`config.mk`:
```
export PLATFORM = sky130hd
export DESIGN_NAME = eth_frame_tx
export DESIGN_NICKNAME = d
export VERILOG_FILES = /design/src/rtl/eth_pkg.sv /design/src/rtl/eth_crc32_d8.sv /design/src/rtl/eth_frame_tx.sv
export SDC_FILE = /design/constraint.sdc
export NUM_CORES = 1
export LEC_CHECK = 0
export ABC_AREA = 1
export CAP_MARGIN = 20
export CORE_MARGIN = 1.5
export CORE_UTILIZATION = 45
export CTS_CLUSTER_DIAMETER = 100
export DETAILED_ROUTE_END_ITERATION = 6
export GPL_TIMING_DRIVEN = 0
export HOLD_SLACK_MARGIN = 0.06
export PLACE_DENSITY = 0.64
export SLEW_MARGIN = 40
export SYNTH_ARGS = -nofsm -noshare
export SYNTH_HDL_FRONTEND = slang
export SYNTH_HIERARCHICAL = 1
export SYNTH_SLANG_ARGS = --single-unit
```
`constraint.sdc`:
```
create_clock -name gmii_tx_clk -period 2.4 [get_ports gmii_tx_clk]
set_input_delay 0.48 -clock gmii_tx_clk [delete_from_list [all_inputs] [get_ports gmii_tx_clk]]
set_output_delay 0.48 -clock gmii_tx_clk [all_outputs]
set_load 0.05 [all_outputs]
```
`src/rtl/eth_pkg.sv`:
```
// rtl/eth_pkg.sv - shared types, constants and CRC-32 byte step for the Ethernet TX framer
package eth_pkg;

    typedef enum logic [2:0] {
        IDLE,
        PRE,
        SFD,
        DATA,
        PAD,
        FCS,
        IFG
    } tx_state_t;

    localparam logic [7:0]  ETH_PREAMBLE = 8'h55;
    localparam logic [7:0]  ETH_SFD      = 8'hD5;
    localparam logic [31:0] CRC32_POLY_R = 32'hEDB88320;
    localparam logic [31:0] CRC32_INIT   = 32'hFFFFFFFF;

    // One byte through the reflected CRC-32, LSB of the byte first.
    function automatic logic [31:0] crc32_step(input logic [31:0] crc, input logic [7:0] data);
        logic [31:0] c;
        c = crc ^ {24'h000000, data};
        for (int i = 0; i < 8; i++) begin
            c = c[0] ? ((c >> 1) ^ CRC32_POLY_R) : (c >> 1);
        end
        return c;
    endfunction

endpackage

```
`src/rtl/eth_crc32_d8.sv`:
```
// rtl/eth_crc32_d8.sv - byte-wide CRC-32 accumulator with init and enable
module eth_crc32_d8
    import eth_pkg::*;
(
    input  logic        clk,
    input  logic        rst,
    input  logic        init,
    input  logic        en,
    input  logic [7:0]  data,
    output logic [31:0] crc
);

    always_ff @(posedge clk) begin
        if (rst || init) begin
            crc <= CRC32_INIT;
        end else if (en) begin
            crc <= crc32_step(crc, data);
        end
    end

endmodule

```
`src/rtl/eth_frame_tx.sv`:
```
// rtl/eth_frame_tx.sv - GMII Ethernet TX framer; define ETH_TX_PAD_EN to zero-pad short frames
module eth_frame_tx
    import eth_pkg::*;
#(
    parameter int PREAMBLE_LEN  = 7,
    parameter int MIN_FRAME_LEN = 60,
    parameter int IFG_CYCLES    = 12
) (
    input  logic        gmii_tx_clk,
    input  logic        rst,
    input  logic [7:0]  s_data,
    input  logic        s_valid,
    input  logic        s_last,
    output logic        s_ready,
    output logic        gmii_tx_en,
    output logic        gmii_tx_er,
    output logic [7:0]  gmii_txd,
    output logic        tx_busy,
    output logic        frame_done,
    output logic        underrun,
    output logic [15:0] frame_cnt
);

`ifdef ETH_TX_PAD_EN
    localparam bit PAD_EN = 1'b1;
`else
    localparam bit PAD_EN = 1'b0;
`endif

    // IDLE always contributes one gap cycle, so IFG itself lasts IFG_CYCLES-1.
    localparam tx_state_t GAP_STATE = (IFG_CYCLES > 1) ? IFG : IDLE;

    tx_state_t   state;
    tx_state_t   state_next;
    logic [15:0] phase_cnt;
    logic [10:0] byte_cnt;
    logic [10:0] byte_cnt_inc;
    logic [31:0] crc;

    logic        crc_init;
    logic        crc_en;
    logic [7:0]  crc_data;
    logic        out_en;
    logic        out_er;
    logic [7:0]  out_d;
    logic        done_next;
    logic        underrun_next;
    logic        accept;

    assign s_ready      = (state == DATA);
    assign tx_busy      = (state != IDLE);
    assign accept       = s_valid && s_ready;
    assign byte_cnt_inc = (byte_cnt == 11'h7FF) ? byte_cnt : byte_cnt + 11'd1;

    eth_crc32_d8 u_crc (
        .clk  (gmii_tx_clk),
        .rst  (rst),
        .init (crc_init),
        .en   (crc_en),
        .data (crc_data),
        .crc  (crc)
    );

    always_comb begin
        state_next    = state;
        crc_init      = 1'b0;
        crc_en        = 1'b0;
        crc_data      = s_data;
        out_en        = 1'b0;
        out_er        = 1'b0;
        out_d         = 8'h00;
        done_next     = 1'b0;
        underrun_next = 1'b0;
        case (state)
            IDLE: begin
                crc_init = 1'b1;
                if (s_valid) state_next = PRE;
            end
            PRE: begin
                out_en = 1'b1;
                out_d  = ETH_PREAMBLE;
                if (phase_cnt == 16'(PREAMBLE_LEN - 1)) state_next = SFD;
            end
            SFD: begin
                out_en     = 1'b1;
                out_d      = ETH_SFD;
                state_next = DATA;
            end
            DATA: begin
                out_en = 1'b1;
                if (accept) begin
                    out_d  = s_data;
                    crc_en = 1'b1;
                    if (s_last) begin
                        if (PAD_EN && (byte_cnt_inc < 11'(MIN_FRAME_LEN))) state_next = PAD;
                        else state_next = FCS;
                    end
                end else begin
                    // Source starved mid-frame: poison the frame and skip the FCS.
                    out_er        = 1'b1;
                    underrun_next = 1'b1;
                    state_next    = GAP_STATE;
                end
            end
`ifdef ETH_TX_PAD_EN
            PAD: begin
                out_en   = 1'b1;
                crc_en   = 1'b1;
                crc_data = 8'h00;
                if (byte_cnt_inc >= 11'(MIN_FRAME_LEN)) state_next = FCS;
            end
`endif
            FCS: begin
                out_en = 1'b1;
                out_d  = ~crc[{phase_cnt[1:0], 3'b000} +: 8];
                if (phase_cnt[1:0] == 2'd3) begin
                    done_next  = 1'b1;
                    state_next = GAP_STATE;
                end
            end
            IFG: begin
                if (phase_cnt == 16'(IFG_CYCLES - 2)) state_next = IDLE;
            end
            default: state_next = IDLE;
        endcase
    end

    always_ff @(posedge gmii_tx_clk) begin
        if (rst) begin
            state      <= IDLE;
            phase_cnt  <= 16'd0;
            byte_cnt   <= 11'd0;
            gmii_tx_en <= 1'b0;
            gmii_tx_er <= 1'b0;
            gmii_txd   <= 8'h00;
            frame_done <= 1'b0;
            underrun   <= 1'b0;
            frame_cnt  <= 16'd0;
        end else begin
            state      <= state_next;
            phase_cnt  <= (state_next != state) ? 16'd0 : phase_cnt + 16'd1;
            if (state == IDLE) begin
                byte_cnt <= 11'd0;
            end else if (accept || (state == PAD)) begin
                byte_cnt <= byte_cnt_inc;
            end
            gmii_tx_en <= out_en;
            gmii_tx_er <= out_er;
            gmii_txd   <= out_d;
            frame_done <= done_next;
            underrun   <= underrun_next;
            if (done_next) frame_cnt <= frame_cnt + 16'd1;
        end
    end

endmodule

```
# Yosys cells after proc, flatten, opt, wreduce, memory -nomap -nowiden
# Cells that the tools add are included.
[op_classes]
addsub = 2
n_eq_ne = 9
n_shift = 1
n_mux = 24
n_bitwise = 11
reduce_logical = 7
[op_table]
columns = ["operator", "n"]
rows = [
  ["2-to-1 mux 32 bit", 8],
  ["inverter 13 -> 14 bit", 8],
  ["adder 16 x 1 -> 16 bit (second input constant)", 2],
  ["one-hot mux 8 bit (4 select lines)", 1],
  ["indexed part select 32 x 6 -> 8 bit", 1],
  ["XOR 32 x 8 -> 32 bit", 1],
  ["2-to-1 mux 3 bit", 6],
  ["one-hot mux 3 bit (6 select lines)", 1],
  ["== test 16 x 3 -> 1 bit (second input constant)", 1],
  ["== test 16 x 4 -> 1 bit (second input constant)", 1],
  ["2-to-1 mux 8 bit", 1],
  ["inverter 8 bit", 1],
  ["2-to-1 mux 1 bit", 7],
  ["== test 3 x 2 -> 1 bit (second input constant)", 2],
  ["== test 3 bit (second input constant)", 2],
  ["OR reduction 2 bit", 2],
  ["OR reduction 4 bit", 1],
  ["== test 3 x 1 -> 1 bit (second input constant)", 1],
  ["logical NOT 3 bit", 1],
  ["inequality test 3 bit", 1],
  ["nonzero test 3 bit", 1],
  ["== test 2 bit (second input constant)", 1],
  ["logical AND 1 bit", 1],
  ["logical OR 1 bit", 1],
  ["inverter 1 bit", 1],
]
[totals]
ff_bits = 78
inputBits = 12
out_inout_bits = 30
wordCells = 62

# Depth between registers and ports, before layout
[logic_depth]
word_depth = 17
ltp_mapped = 13
depth_no_buf = 13

# Cells and area by module
# The synthesis kept the hierarchy.
[modules_own_cells]
columns = ["module", "instances", "cells_each", "area_each_um2", "seq_area_each_um2"]
rows = [
  ["eth_frame_tx", 1, 345, 2623.8, 920.9],
  ["eth_crc32_d8", 1, 314, 2346.0, 640.6],
]

# Worst setup path before layout
# Ideal clock, no wire load.
[synth_path]
path_kind = "register to register"
start = "register state[0]"
end = "register u_crc.crc[18]"
setup_ns = 0.120
t_arrival_ns = 1.795
required_ns = 2.280
setup_slack_ns = 0.486
path_stages_with_launch = 10
path_buffers = 3
period_less_slack_ns = 1.914
path_cell_list = "dfxtp_1 buf_6 nand2_4 nor2_4 nand2_2 clkinv_1 clkbuf_1 clkbuf_1 o21ai_0 o21bai_2"
[synth_between]
elab_chain_len = 4
word_cells_on_any_way = 7
cone_classes = "eq/ne: 1; mux: 3; reduce/logical: 3"
[synth_rtl]
columns = ["element", "line_no", "text"]
rows = [
  ["from (decl)", "eth_frame_tx.sv:33", "tx_state_t state;"],
  ["from (signal assigned)", "eth_frame_tx.sv:140", "state <= state_next;"],
  ["== test 3 x 2 -> 1 bit (*)", "eth_frame_tx.sv:50", "assign s_ready = (state == DATA);"],
  ["via s_ready", "eth_frame_tx.sv:14", "output logic s_ready,"],
  ["logical AND 1 bit", "eth_frame_tx.sv:52", "assign accept = s_valid && s_ready;"],
  ["2-to-1 mux 1 bit", "eth_frame_tx.sv:91", "if (accept) begin"],
  ["2-to-1 mux 1 bit (*)", "eth_frame_tx.sv:74", "case (state)"],
  ["via crc_en", "eth_frame_tx.sv:41", "logic crc_en;"],
  ["to (signal assigned)", "eth_crc32_d8.sv:17", "crc <= crc32_step(crc, data);"],
  ["to (decl)", "eth_crc32_d8.sv:10", "output logic [31:0] crc"],
]
# The timed path passes the listed nets; every way through them passes the cells marked *.
# A chain may end at the register's enable or synchronous reset.

# Final worst setup path
[layout_path]
start = "register state[2]"
end = "output tx_busy"
[layout_between]
elab_chain_len = 1
[layout_rtl]
columns = ["element", "line_no", "text"]
rows = [
  ["nonzero test 3 bit", "eth_frame_tx.sv:51", "assign tx_busy = (state != IDLE);"],
  ["to (decl)", "eth_frame_tx.sv:18", "output logic tx_busy,"],
]
# Every way passes these cells.

==> summary.md <==
| Metric | Value |
|---|---|
| Final Wtd Congestion | `0.8592` |
| Worst setup path startpoint | `state[2]$_SDFF_PP0_` |
| FF-to-FF Start | `phase_cnt[0]$_SDFF_PP0_` |
| GRT Util Overall | `0.2252` |
| Core Box Area | `around 11000 sq um` |
| Post-synthesis cell type count | `slightly above 50` |
| Mapped Cells | `between 600 and 700` |
| R2R cell count | `13` |
| Cell breakdown of the critical path | `buf_6 -> nor2_1 -> nand2_1 -> clkdlybuf4s50_1` |
| Total of warnings raised by yosys | `6` |
| Post-synthesis cell area | `just under 5000 sq um` |
| Critical path depth | `4` |
| First-pass GRT wire length | `20180 um` |
| Status | `finished clean` |
| Clock-pin transition on the worst setup and hold timing paths | `roughly 0.08 ns` |
| Sequential Power Share | `0.468` |
| CP delay by family, top | `buffers and inverters` |
| Routed WL | `between 10000 and 15000 um` |
| Worst Path Required | `~1.9 ns` |
| Final setup TNS | `0 ns` |
| Row Count | `38` |
| Clk_lat worst skew | `about 0.38 ns` |
| Syn nets | `674` |
| Final-report hold violation count | `0` |
| LEAKAGE | `2.329 nW` |
| Area growth from synthesis to layout | `15.79%` |
| Root Driver | `clkbuf_8` |
| Filler cells | `just over 1000` |
| CP arrival | `about 1.8 ns` |
| Clock group share of total power | `0.361` |
| Slew Viols, Final | `0` |
| Critical Path End Type | `output pin` |
| Critical Path Sink | `tx_busy` |
| CP max stage cell | `clkdlybuf4s50_1` |
| Die H | `about 110 um` |
| Final setup vio count | `0` |
| IO Port Bufs | `41` |
| H-tree Lvls | `3` |
| CTS buffer count | `9` |
| WL per Instance | `14.28 um` |
| Relative slew slack | `0.5713` |
| Power Density | `a little under 500 nW/um^2` |
| Worst stage delay on the critical path | `0.81 ns` |
| Buffer depth of the longest clock path | `2` |
| Logic pwr share | `0.172` |
| Critical Path Source Type | `flip-flop` |
| Die X | `~110 um` |
| FF+latch count, synth | `78` |
| Hpwl dp | `between 9000 and 10000 um` |
| VDD IR max | `approximately 280 uV` |
| Overflow left after global routing | `0` |
| Worst min path class | `reg -> reg` |
| Worst Clk Skew | `0.01457 ns` |
| Average vias per placed instance | `between 5 and 6` |
| Setup CP Type | `reg -> out` |
| ANT cells | `0` |
| Drt drc | `0` |
| Worst-Margin Slew | `between 0.6 and 0.7 ns` |
| Fin nets | `approximately 730` |
| Crit Reg-Reg Endpoint | `phase_cnt[13]$_SDFF_PP0_` |
| Max Cap Viol | `0` |
| Seq/Total Area, Yosys | `0.3142` |
| Worst-path fanout max | `8` |
| Layout cells sized above 1 | `0.1846` |
| Initial Utilization | `0.4605` |
| Clk sinks | `78` |
| Crit share post-route | `0.9649` |
| DRT iter0 DRCs | `roughly 280` |
| CTS tree | `done` |
| Fin crit period | `2.316 ns` |
| Fin Hold WS | `0.4952 ns` |
| Int Power | `just under 2 mW` |
| I/O pins | `between 40 and 50` |
| First-pass DRT Iterations | `5` |
| R2R setup slack | `between 0.2 and 0.25 ns` |
| Die area | `11680 sq um` |
| Initial antenna violation count | `0` |
| Antenna viol nets, final | `0` |
| Max frequency | `between 400 and 500 MHz` |
| Fin util | `0.5332` |
| CP Buf/Inv Count | `2` |
| RSZ-0062 raised after global routing | `no` |
| Mean area per synthesized cell | `around 7.5 sq um` |
| Routed vias | `~4300` |
| Vias in the first global route | `4082` |
| Sw frac | `0.2985` |
| Switch Pwr | `around 840 uW` |
| CTS Hold Bufs | `0` |
| Largest net degree at the start of global routing | `13` |
## area by class of cell
class,count,area (sq um),area share
Sequential cell,78,1562,0.2714
Timing Repair Buffer,41,412.9,0.07175
Tap cell,140,175.2,0.03044
Clock inverter,4,47.55,0.008263
Buffer,22,137.6,0.02392
Multi-Input combinational cell,484,2977,0.5173
Inverter,75,301.5,0.05240
Clock buffer,11,141.4,0.02457
## logic make-up (layout without fill, tap and decap cells)
family                   count (synthesis)  in the layout  share of synthesized area
AND/OR/NAND/NOR                        322            322                     0.3535
XOR/XNOR                                52             52                     0.1135
buffers and inverters                   97            153                    0.08736
AO/OA/AOI/OAI                          107            107                     0.1239
adder cells (fa/ha/maj)                  3              3                   0.007554
flip-flops                              78             78                     0.3142
## how the worst min path moves through the flow
stage | from | to | slack [ns] | cells past startpoint
floorplan | u_crc/crc[23]$_SDFFE_PP1P_ | u_crc/crc[23]$_SDFFE_PP1P_ | 0.48 | 2
global placement | frame_cnt[3]$_SDFFE_PP0P_ | frame_cnt[3]$_SDFFE_PP0P_ | 0.47 | 1
detailed placement | frame_cnt[7]$_SDFFE_PP0P_ | frame_cnt[7]$_SDFFE_PP0P_ | 0.48 | 1
CTS | frame_cnt[12]$_SDFFE_PP0P_ | frame_cnt[12]$_SDFFE_PP0P_ | 0.50 | 2
global route | frame_cnt[9]$_SDFFE_PP0P_ | frame_cnt[9]$_SDFFE_PP0P_ | 0.53 | 1
finish | frame_cnt[14]$_SDFFE_PP0P_ | frame_cnt[14]$_SDFFE_PP0P_ | 0.50 | 2
## synthesized netlist by cell type (all sizes together)
cell type  count  area, sq um
o22ai          1        6.260
a211oi         5        37.54
nor3          27        216.5
clkinv         1        3.750
o311ai         1        8.760
nand3         49        297.8
and3           1        6.260
o211ai         9        67.56
buf            9        83.82
inv           74        297.8
xor2          39        431.7
o21a           2        15.01
dfxtp         78         1562
nand4          8        65.06
nor2          57        260.3
or2            8        50.05
o31ai          1        7.510
a211o          1        8.760
ha             3        37.54
a32oi          3        26.28
clkbuf        13        48.80
xnor2         13        132.6
nand2        171        853.3
nor3b          1        7.510
a21oi         47        235.2
o21bai         2        22.52
a31oi          1        6.260
o21ai         34        173.9
## worst register-to-register path: cells and delay by family (launching register included)
kind,cells,cell delay (ns)
and+or+nand+nor,8,0.79
DFF,1,0.32
buffers and inverters,4,0.79
adders and majority gates,1,0.19
## placed cells by master, fill, tap and decap left out, types with 7 or more instances in the layout
cell             synthesis  routed
nand2_1                133     133
dfxtp_1                 78      78
inv_1                   55      55
nor2_1                  48      47
a21oi_1                 47      47
nand3_1                 43      43
clkdlybuf4s50_1          0      40
xor2_1                  30      30
o21ai_0                 21      21
nand2_2                 20      20
nand2_4                 15      15
nor3_2                  14      14
inv_2                   13      13
clkbuf_1                13      12
nor3_1                  12      12
o21ai_1                 12      12
xnor2_1                 12      12
clkbuf_8                 0      10
o211ai_1                 9       9
nand4_1                  7       7
nor2_2                   6       7
xor2_2                   7       7
## metrics by stage
| step | power [mW] | instance area [sq um] | setup WS, ns | instances |
|---|---|---|---|---|
| after floorplan | 1.695 | 4970 | 0.4857 | 659 |
| after global placement | 1.807 | 5555 | -0.2330 | 840 |
| after detailed placement | 1.816 | 5555 | -0.2305 | 840 |
| after CTS | 2.817 | 5744 | 0.02899 | 855 |
| after global routing | 2.927 | 5754 | 0.006050 | 855 |
| final | 2.800 | 5754 | 0.08433 | 855 |
## per-layer routing
metal / vias to the layer above / routed length, um / GRT usage
met3: 23 / 669 / 0.03918
li1: 2233 / - / -
met2: 118 / 5617 / 0.3626
met4: 0 / 333 / 0.1194
met5: - / 0 / 0
met1: 1972 / 5592 / 0.2875
## timing repair
item	in CTS	in global routing
endpoints found under the setup margin	0	20
endpoints found under the hold margin	0	0
setup buffers	0	0
gates resized for setup	0	7
## power groups by stage
stage	Clock [mW]	Sequential, mW	Combinational, mW
finish	1.01	1.31	0.480
detailed placement	0	1.34	0.476
CTS	1.03	1.31	0.478
global route	1.09	1.31	0.524
floorplan	0	1.36	0.340
global placement	0	1.34	0.467
## flip-flops by register name (all words and copies together) (netlist names)
register	cells
frame_cnt	16
frame_done	1
gmii_tx_en	1
gmii_txd	8
phase_cnt	16
state	3
u_crc/crc	32
underrun	1
(Power assumes the default switching activity.)
